## config.mk

```make
export PLATFORM = sky130hd
export DESIGN_NAME = mem_arbiter
export DESIGN_NICKNAME = d
export VERILOG_FILES = /design/src/rtl/mem_arbiter.sv
export SDC_FILE = /design/constraint.sdc
export NUM_CORES = 1
export LEC_CHECK = 0
export ABC_AREA = 1
export ABC_CLOCK_PERIOD_IN_PS = 1700
export CORE_MARGIN = 3
export CORE_UTILIZATION = 35
export DETAILED_ROUTE_END_ITERATION = 10
export GPL_TIMING_DRIVEN = 0
export MAX_ROUTING_LAYER = met4
export PLACE_DENSITY_LB_ADDON = 0.3
export SETUP_SLACK_MARGIN = 0.05
export SLEW_MARGIN = 20
export SYNTH_ARGS = -nofsm -noshare
export SYNTH_HDL_FRONTEND = slang
export SYNTH_SLANG_ARGS = --single-unit
```

## constraint.sdc

```tcl
create_clock -name clk -period 1.7 [get_ports clk]
set_clock_uncertainty 0.1 [all_clocks]
set_input_delay 0.255 -clock clk [delete_from_list [all_inputs] [get_ports clk]]
set_output_delay 0.255 -clock clk [all_outputs]
set_load 0.02 [all_outputs]
```

## src/rtl/mem_arbiter.sv

```systemverilog
// Two-port round-robin arbiter and sequencer for the shared data memory.
// Port 0 (instruction fetch) only reads; port 1 (load/store) reads or writes.
// Each transaction is IDLE -> ISSUE -> RESP: the memory controls are high for
// the ISSUE cycle only, and the ack pulses for the RESP cycle.
module mem_arbiter (
  input  logic        clk,
  input  logic        rst_n,
  input  logic        p0Req,
  input  logic [17:0] p0Addr,
  output logic        p0Ack,
  output logic [31:0] p0Rdata,
  input  logic        p1Req,
  input  logic        p1We,
  input  logic [17:0] p1Addr,
  input  logic [31:0] p1Wdata,
  output logic        p1Ack,
  output logic [31:0] p1Rdata,
  output logic        memRead,
  output logic        memWrite,
  output logic [17:0] address,
  output logic [31:0] write_data,
  input  logic [31:0] read_data,
  output logic        busy
);

  typedef enum logic [1:0] {
    StIdle  = 2'd0,
    StIssue = 2'd1,
    StResp  = 2'd2
  } state_e;

  state_e      state_q, state_d;
  logic        grant_id_q, grant_id_d;
  logic        last_grant_q, last_grant_d;
  logic        mem_read_q, mem_read_d;
  logic        mem_write_q, mem_write_d;
  logic [17:0] address_q, address_d;
  logic [31:0] write_data_q, write_data_d;
  logic        p0_ack_q, p0_ack_d;
  logic        p1_ack_q, p1_ack_d;
  logic [31:0] p0_rdata_q, p0_rdata_d;
  logic [31:0] p1_rdata_q, p1_rdata_d;

  // Winner when at least one port requests: on a tie, the port not served last.
  logic win_id;
  assign win_id = (p0Req && p1Req) ? ~last_grant_q : p1Req;

  // Next-state and registered-output logic for the transaction sequencer.
  always_comb begin
    state_d      = state_q;
    grant_id_d   = grant_id_q;
    last_grant_d = last_grant_q;
    mem_read_d   = mem_read_q;
    mem_write_d  = mem_write_q;
    address_d    = address_q;
    write_data_d = write_data_q;
    p0_ack_d     = 1'b0;
    p1_ack_d     = 1'b0;
    p0_rdata_d   = p0_rdata_q;
    p1_rdata_d   = p1_rdata_q;

    case (state_q)
      StIdle: begin
        if (p0Req || p1Req) begin
          grant_id_d = win_id;
          state_d    = StIssue;
          if (win_id) begin
            address_d   = p1Addr;
            mem_read_d  = ~p1We;
            mem_write_d = p1We;
            if (p1We) begin
              write_data_d = p1Wdata;
            end
          end else begin
            address_d   = p0Addr;
            mem_read_d  = 1'b1;
            mem_write_d = 1'b0;
          end
        end
      end
      StIssue: begin
        // The memory acted on the negedge inside ISSUE, so read_data is settled.
        state_d     = StResp;
        mem_read_d  = 1'b0;
        mem_write_d = 1'b0;
        if (grant_id_q) begin
          p1_ack_d = 1'b1;
          if (mem_read_q) begin
            p1_rdata_d = read_data;
          end
        end else begin
          p0_ack_d = 1'b1;
          if (mem_read_q) begin
            p0_rdata_d = read_data;
          end
        end
      end
      StResp: begin
        last_grant_d = grant_id_q;
        state_d      = StIdle;
      end
      default: begin
        state_d     = StIdle;
        mem_read_d  = 1'b0;
        mem_write_d = 1'b0;
      end
    endcase
  end

  // State register with synchronous active-low reset.
  always_ff @(posedge clk) begin
    if (!rst_n) begin
      state_q      <= StIdle;
      grant_id_q   <= 1'b0;
      last_grant_q <= 1'b1;
      mem_read_q   <= 1'b0;
      mem_write_q  <= 1'b0;
      address_q    <= '0;
      write_data_q <= '0;
      p0_ack_q     <= 1'b0;
      p1_ack_q     <= 1'b0;
      p0_rdata_q   <= '0;
      p1_rdata_q   <= '0;
    end else begin
      state_q      <= state_d;
      grant_id_q   <= grant_id_d;
      last_grant_q <= last_grant_d;
      mem_read_q   <= mem_read_d;
      mem_write_q  <= mem_write_d;
      address_q    <= address_d;
      write_data_q <= write_data_d;
      p0_ack_q     <= p0_ack_d;
      p1_ack_q     <= p1_ack_d;
      p0_rdata_q   <= p0_rdata_d;
      p1_rdata_q   <= p1_rdata_d;
    end
  end

  assign memRead    = mem_read_q;
  assign memWrite   = mem_write_q;
  assign address    = address_q;
  assign write_data = write_data_q;
  assign p0Ack      = p0_ack_q;
  assign p1Ack      = p1_ack_q;
  assign p0Rdata    = p0_rdata_q;
  assign p1Rdata    = p1_rdata_q;
  assign busy       = (state_q != StIdle);

endmodule
```

After elaboration in Yosys (flattened, before gate mapping):

Index checks and enable logic that the tools add are counted.

* equal/unequal tests: 3
* mux-type cells: 12
* bitwise gates (word level): 4
* reductions and logical operators: 10

Operators by type and width (number)
* $mux W18: 1
* $mux W1: 7
* $reduce_and A2 Y1: 3
* $reduce_and A3 Y1: 2
* $not A1 Y1: 4
* $pmux W1 S2: 2
* $pmux W2 S2: 1
* $reduce_and A4 Y1: 1
* $eq A2 B1 Y1 const B: 1
* $eq A2 B2 Y1 const B: 1
* $logic_not A2 Y1: 1
* $mux W2: 1
* $ne A2 B2 Y1 const B: 1
* $reduce_bool A2 Y1: 1
* $logic_and A1 B1 Y1: 1
* $logic_or A1 B1 Y1: 1

* output and inout port bits: 119
* bits in registers: 122

Logic depth before layout (Yosys ltp):

Gate-level depths: netlist (run 1).

* depth after elaboration: 5
* depth in mapped cells: 8
* depth with buffers taken out: 7

Worst setup path before layout (run 1):

Ideal clock, no wire load.

* kind: register -> register
* start: register mem_read_q (netlist: memRead)
* end: register p1_rdata_q[10] (netlist: p1Rdata[10])
* data arrival time: 1.099 ns
* cell stages (with the launch flop): 7
* slack: 0.386 ns
* path buffers: 1
* period minus slack after synthesis: 1.314 ns
* cells stage by stage: dfxtp_1 -> nand2_1 -> nor2_2 -> inv_2 -> buf_2 -> nor2_1 -> nor2_1

* word-level cells in the longest chain between the ends: 1

RTL lines
* start: declaration: line 35 `logic mem_read_q, mem_read_d;`
* start signal: assignment: line 128 `mem_read_q <= mem_read_d;`
* $reduce_and A3 Y1 (no source line)
* end signal: assignment: line 135 `p1_rdata_q <= p1_rdata_d;`
* end: declaration: line 42 `logic [31:0] p1_rdata_q, p1_rdata_d;`

Every way passes these cells.
A chain may end at the register's enable or synchronous reset.

Final worst setup path (run 1):

* start: register state_q[0]
* end: output busy

* word-level cells in the longest chain between the ends: 1

RTL lines
* start: declaration: line 32 `state_e state_q, state_d;`
* start signal: assignment: line 113 `state_q <= StIdle;`
* start signal: assignment: line 125 `state_q <= state_d;`
* $reduce_bool A2 Y1: line 147 `assign busy = (state_q != StIdle);`
* end: declaration: line 23 `output logic busy`

Every way passes these cells.

==> run_results.csv, run 1 <==
group,metric,value,unit
status,status,"complete, no violations",
route,route.detailed.vias_per_inst,4.34,
power,p_leak,3.90,nW
placement,dpl_cell_area,7180,sq um
run,max_cap_viol_count,0,
grt,grt_pass1_wl,21.7,mm
power,power_frac_comb,14.8,%
setup_path,crit_required,1.34,ns
sta,fmax,631,MHz
grt,met1_usage,23.8,%
floorplan,start_util,36.7,%
finish,area_growth_syn_to_layout,60.4,%
setup_path,critical_path.cell_chain,"inv_2 > nand2_2 > clkdlybuf4s15_2",
clock_network,hold_buffers,0,
clock_network,postCtsSetupBuffers,0,
grt,grt.total_usage,19.1,%
clock_network,numCtsBuffers,17,
sta,slew-limit-headroom,69.7,%
setup_path,arrival,1.23,ns
power,p_per_area,1010,nW/um^2
sta,tightest_slew,0.454,ns
route,drt-initial-drc-count,292,
clock_network,cts.clk_slew.worst_paths,0.05,ns
placement,gp_congestion,0.771,
route,dr.pass1.iters,4,
floorplan,core_area,12900,sq um
power,pwr-share-clk,45.0,%
power,p_sw_share,24.8,%
clock_network,cts_sinks,122,
hold_path,hp-class,"in2reg",
power,vdd_ir_drop_max,0.000596,V
setup_path,critPathTopFamily,"flip-flops",
floorplan,die_w,122,microns
setup_path,worstSetupPathType,"reg2out",
grt,grt_max_degree,17,
clock_network,tritoncts,"yes",
setup_path,end_kind,"output port",
synth,synth-seq-cells,122,
clock_network,clk_path_buf_depth,2,
sta,setup_ws,0.115,ns
placement,dp_hpwl,10.6,mm
route,wirelength,14.2,mm
synth,avgSynthCellArea,6.99,sq um
setup_path,slowest_stage,"dfxtp_2",
route,drtAntennaViolNets,0,
setup_path,max_stage_delay,0.38,ns
sta,setup_viol,0,
finish,mostFrequentLayoutCell,"nor2_1",
setup_path,cp-start-kind,"flop",
placement,dp_slack,-0.190,ns
synth,syn-num-nets,783,
finish,mostFrequentLayoutCells,"nor2_1 (252), dfxtp_1 (120), dlygate4sd2_1 (118)",
floorplan,die_h,122,microns
floorplan,rows,41,
setup_path,cp_max_fo,5,
sta,rsz0062_at_grt,"no",
synth,ys_seq_area_share,51.5,%
route,vias,4788,
grt,first_global_vias,4419,
grt,antenna_found_initial,0,
synth,synthCells,678,
floorplan,dieArea,15000,sq um
synth,syn-cell-area,4740,sq um
finish,drive_gt1_share,7.10,%
clock_network,htree_levels,4,
sta,slew_viol_final,0,
power,power_switching,1.90,mW
grt,busiest_layer,"met2",
sta,setup_tns,0,ns
synth,synth-warning-count,0,
sta,post-route-period-util,93.2,%
grt,grt_util_met3,4.88,%
placement,dp_cells,1072,
finish,nFillCells,1306,
finish,stdcell_count,1102,
grt,use_met2,29.5,%
sta,min_period,1.58,ns
power,p_int,5.77,mW
power,seqPwrFrac,40.3,%
finish,layout.nets,1024,
route,drt-wirelength-per-cell,12.9,microns
clock_network,clockRootBuffer,"clkbuf_16",
power,total_power,7.68,mW
finish,postLayoutCellArea,7610,sq um
finish,diodes,0,
synth,synth.distinct_cells,19,
grt,grt-ovfl-total,0,
placement,io_buffers,222,
route,drc_errors,0,
sta,finalHoldViolations,0,
setup_path,path_buf_inv,2,
clock_network,clk_latency,0.41,ns
floorplan,num_io_pins,224,
[path summary, 6_finish.rpt]
path / from / endpoint / slack (ns) / depth (start not counted)
max reg2reg: state_q[0] / p0Rdata[19] / 0.23 / 6
max: state_q[0] / busy / 0.12 / 3
min reg2reg: memWrite / memWrite / 0.37 / 2
min: rst_n / grant_id_q / 0.16 / 3
[area by class of cell]
class / count / area, sq um / share of cell area [%]
Multi-Input combinational cell: 458 / 1880 / 24.7
Sequential cell: 122 / 2450 / 32.2
Tap cell: 172 / 215 / 2.83
Buffer: 38 / 194 / 2.55
Timing Repair Buffer: 222 / 2080 / 27.3
Inverter: 60 / 225 / 2.96
Clock inverter: 8 / 95.1 / 1.25
Clock buffer: 22 / 474 / 6.23
[metrics by stage]
step | util (%) | hold slack [ns]
finish | 58.8 | 0.164
global route | 58.8 | 0.194
CTS | 58.8 | 0.165
detailed placement | 55.5 | 0.368
global placement | 55.5 | 0.363
floorplan | - | 0.290
[metal layers]
| layer | part of all wire [%] | vias to the layer above |
|---|---|---|
| met5 | 0 | - |
| met4 | 2.0 | 0 |
| met3 | 6.0 | 23 |
| met2 | 46 | 158 |
| met1 | 46 | 2066 |
| li1 | - | 2541 |
[cells by family (layout without fill, tap and decap cells)]
logic type             count (synthesis)  in the layout  synth area share [%]
AO/OA/AOI/OAI                         88             88                  9.29
buffers and inverters                 98            350                  8.84
flip-flops                           122            122                  51.5
AND/OR/NAND/NOR                      370            370                  30.4
[flip-flops by register name (all words and copies together) (netlist names)]
register,flops
grant_id_q,1
p0Ack,1
state_q,2
write_data,32
memRead,1
p0Rdata,32
p1Ack,1
last_grant_q,1
address,18
p1Rdata,32
memWrite,1
[repair_timing]
item                       in CTS  in global routing
setup endpoints to repair     119                  1
resized for setup             123                  1
hold endpoints to repair        0                  0
[worst min-delay path, stage by stage]
cell and delay, ns:
buf_2 0.17, inv_1 0.14, a21oi_1 0.05
[synth_stat cells]
| master | count | area (sq um) |
|---|---|---|
| buf_4 | 1 | 7.51 |
| nand2_2 | 1 | 6.26 |
| o21ai_1 | 6 | 30.0 |
| nor2_1 | 252 | 946 |
| inv_2 | 4 | 15.0 |
| dfxtp_1 | 122 | 2440 |
| inv_1 | 56 | 210 |
| nand3_2 | 1 | 10.0 |
| nand4_4 | 1 | 21.3 |
| o21ai_0 | 81 | 405 |
| buf_2 | 20 | 100 |
| clkbuf_1 | 14 | 52.6 |
| nand4_1 | 1 | 6.26 |
| nor2_4 | 2 | 22.5 |
| nand3_1 | 2 | 10.0 |
| buf_6 | 3 | 33.8 |
| nor2_2 | 2 | 12.5 |
| nand2_1 | 108 | 405 |
| a21oi_1 | 1 | 5.00 |
[power groups by stage]
| stage | sequential, mW | combinational [mW] | clock (mW) |
|---|---|---|---|
| after floorplan | 3.33 | 0.408 | 0 |
| after global placement | 3.15 | 1.24 | 0 |
| after detailed placement | 3.15 | 1.24 | 0 |
| after CTS | 3.09 | 1.15 | 3.52 |
| after global routing | 3.11 | 1.25 | 3.65 |
| final | 3.09 | 1.13 | 3.45 |
No activity file was read; power rests on OpenSTA's default activity.
==> run 2: changes to the inputs <==
--- a/config.mk
+++ b/config.mk
@@ -6,7 +6,7 @@
 export NUM_CORES = 1
 export LEC_CHECK = 0
 export ABC_AREA = 1
-export ABC_CLOCK_PERIOD_IN_PS = 1700
+export ABC_CLOCK_PERIOD_IN_PS = 1600
 export CORE_MARGIN = 3
 export CORE_UTILIZATION = 35
 export DETAILED_ROUTE_END_ITERATION = 10
==> constraint.sdc (replaced) <==
create_clock -name clk -period 1.6 [get_ports clk]
set_clock_uncertainty 0.1 [all_clocks]
set_input_delay 0.24 -clock clk [delete_from_list [all_inputs] [get_ports clk]]
set_output_delay 0.24 -clock clk [all_outputs]
set_load 0.02 [all_outputs]
==> run 2 against run 1 <==
  * Critical endpoint unchanged
  * Register-to-register slack got worse by 0.04 ns
  * Sequential power increased by 6%
  * Hold slack got worse by 0.012 ns
  * Non-clock buffer count shrank 1
  * Utilization hardly changed
  * Wire length shrank 0.43%
  * Combinational power is 6% higher
  * Global-route usage hardly changed
  * Largest cell class unchanged
  * Sequential share of layout area is essentially flat
  * Worst setup slack improved by 0.013 ns
  * Via count is 0.31% lower
  * Clock power up 6.4%
==> run_results.csv, run 2 (same netlist as run 1, synthesis figures left out) <==
group,metric,value,unit
floorplan,core_area,12900,sq um
route,dr.pass1.iters,4,
sta,rsz0062_at_grt,"no",
placement,gp_congestion,0.771,
clock_network,cts_sinks,122,
finish,mostFrequentLayoutCell,"nor2_1",
grt,met1_usage,23.8,%
grt,grt_max_degree,17,
grt,antenna_found_initial,0,
setup_path,end_kind,"output port",
run,max_cap_viol_count,0,
sta,setup_viol,0,
route,wirelength,14.1,mm
setup_path,worstSetupPathType,"reg2out",
setup_path,arrival,1.13,ns
finish,mostFrequentLayoutCells,"nor2_1 (252), dfxtp_1 (120), dlygate4sd2_1 (117)",
sta,min_period,1.47,ns
route,drt-initial-drc-count,297,
setup_path,cp-start-kind,"flop",
power,vdd_ir_drop_max,0.000630,V
route,drc_errors,0,
clock_network,cts.clk_slew.worst_paths,0.05,ns
placement,dp_hpwl,10.6,mm
route,drtAntennaViolNets,0,
floorplan,rows,41,
floorplan,die_w,122,microns
grt,first_global_vias,4419,
clock_network,clk_latency,0.41,ns
clock_network,clk_path_buf_depth,2,
route,vias,4773,
grt,grt_pass1_wl,21.7,mm
grt,use_met2,29.5,%
sta,setup_tns,0,ns
placement,dp_cells,1072,
grt,grt_util_met3,4.88,%
status,status,"complete, no violations",
floorplan,start_util,36.7,%
sta,finalHoldViolations,0,
sta,post-route-period-util,92.0,%
sta,slew_viol_final,0,
grt,busiest_layer,"met2",
power,p_leak,3.91,nW
floorplan,die_h,122,microns
clock_network,hold_buffers,0,
route,route.detailed.vias_per_inst,4.34,
hold_path,hp-class,"in2reg",
sta,fmax,679,MHz
floorplan,num_io_pins,224,
finish,area_growth_syn_to_layout,60.3,%
finish,diodes,0,
clock_network,postCtsSetupBuffers,0,
route,drt-wirelength-per-cell,12.8,microns
sta,slew-limit-headroom,69.5,%
floorplan,dieArea,15000,sq um
sta,tightest_slew,0.457,ns
finish,layout.nets,1023,
placement,io_buffers,222,
setup_path,cp_max_fo,5,
clock_network,numCtsBuffers,17,
finish,drive_gt1_share,7.53,%
setup_path,regToRegSetupSlack,0.19,ns
clock_network,htree_levels,4,
power,p_per_area,1070,nW/um^2
clock_network,clockRootBuffer,"clkbuf_16",
setup_path,crit_required,1.26,ns
grt,grt.total_usage,19.1,%
clock_network,tritoncts,"yes",
finish,stdcell_count,1101,
grt,grt-ovfl-total,0,
[run 2: changes by cell type in the layout (fill, tap and decap cells not counted)]
cell / previous run / this run
dlygate4sd2_1: 118 / 117
clkbuf_1: 16 / 12
clkdlybuf4s15_2: 1 / 0
nor2_4: 2 / 3
clkbuf_2: 0 / 5
nor2_2: 2 / 1
[run 2: metal layers]
metal	vias to the layer above	share of wire [%]
met5	-	0
met4	0	2.0
met3	20	6.1
met2	165	46
met1	2049	46
li1	2539	-
[run 2: final timing paths]
path	cells past startpoint	start	to
worst max-delay path	3	state_q[0]	busy
worst min-delay path	3	rst_n	grant_id_q
worst max register to register	6	state_q[0]	p0Rdata[19]
worst min register to register	2	memWrite	memWrite
[run 2: worst max-delay path, cell delays in order, from the launching register on]
cell and delay, ns:
dfxtp_2 0.38, inv_2 0.07, nand2_2 0.09, buf_2 0.18
[run 2: per-stage QoR]
step           power, mW  util (%)  worst slack [ns]  area (sq um)  hold slack, ns
2_1_floorplan       3.97         -             0.286          4740           0.275
3_3_place_gp        4.66      55.5            -0.265          7180           0.363
3_5_place_dp        4.67      55.5            -0.275          7180           0.368
4_1_cts             8.24      58.8            0.0509          7600           0.150
5_1_grt             8.51      58.8            0.0524          7600           0.179
6_report            8.15      58.8             0.128          7600           0.152
[run 2: final cells by class]
| type | count | area (sq um) |
|---|---|---|
| clock inverter | 8 | 95.1 |
| inverter | 60 | 225 |
| timing repair buffer | 222 | 2070 |
| tap | 172 | 215 |
| sequential | 122 | 2450 |
| clock buffer | 22 | 474 |
| multi-input combinational | 458 | 1890 |
| buffer | 37 | 194 |
| fill | 1313 | 5330 |
[run 2: power breakdown]
part | leakage [nW] | internal (mW) | total (mW) | switching (mW)
clock network | 0.278 | 2.38 | 3.67 | 1.28
registers | 0.995 | 3.20 | 3.28 | 0.0789
logic | 2.63 | 0.545 | 1.20 | 0.659
total | 3.91 | 6.13 | 8.15 | 2.02
[run 2: what timing repair did]
| item | 4_1_cts | 5_1_grt |
|---|---|---|
| gates resized for setup | 125 | 11 |
| endpoints found under the hold margin | 0 | 0 |
| endpoints found under the setup margin | 119 | 25 |
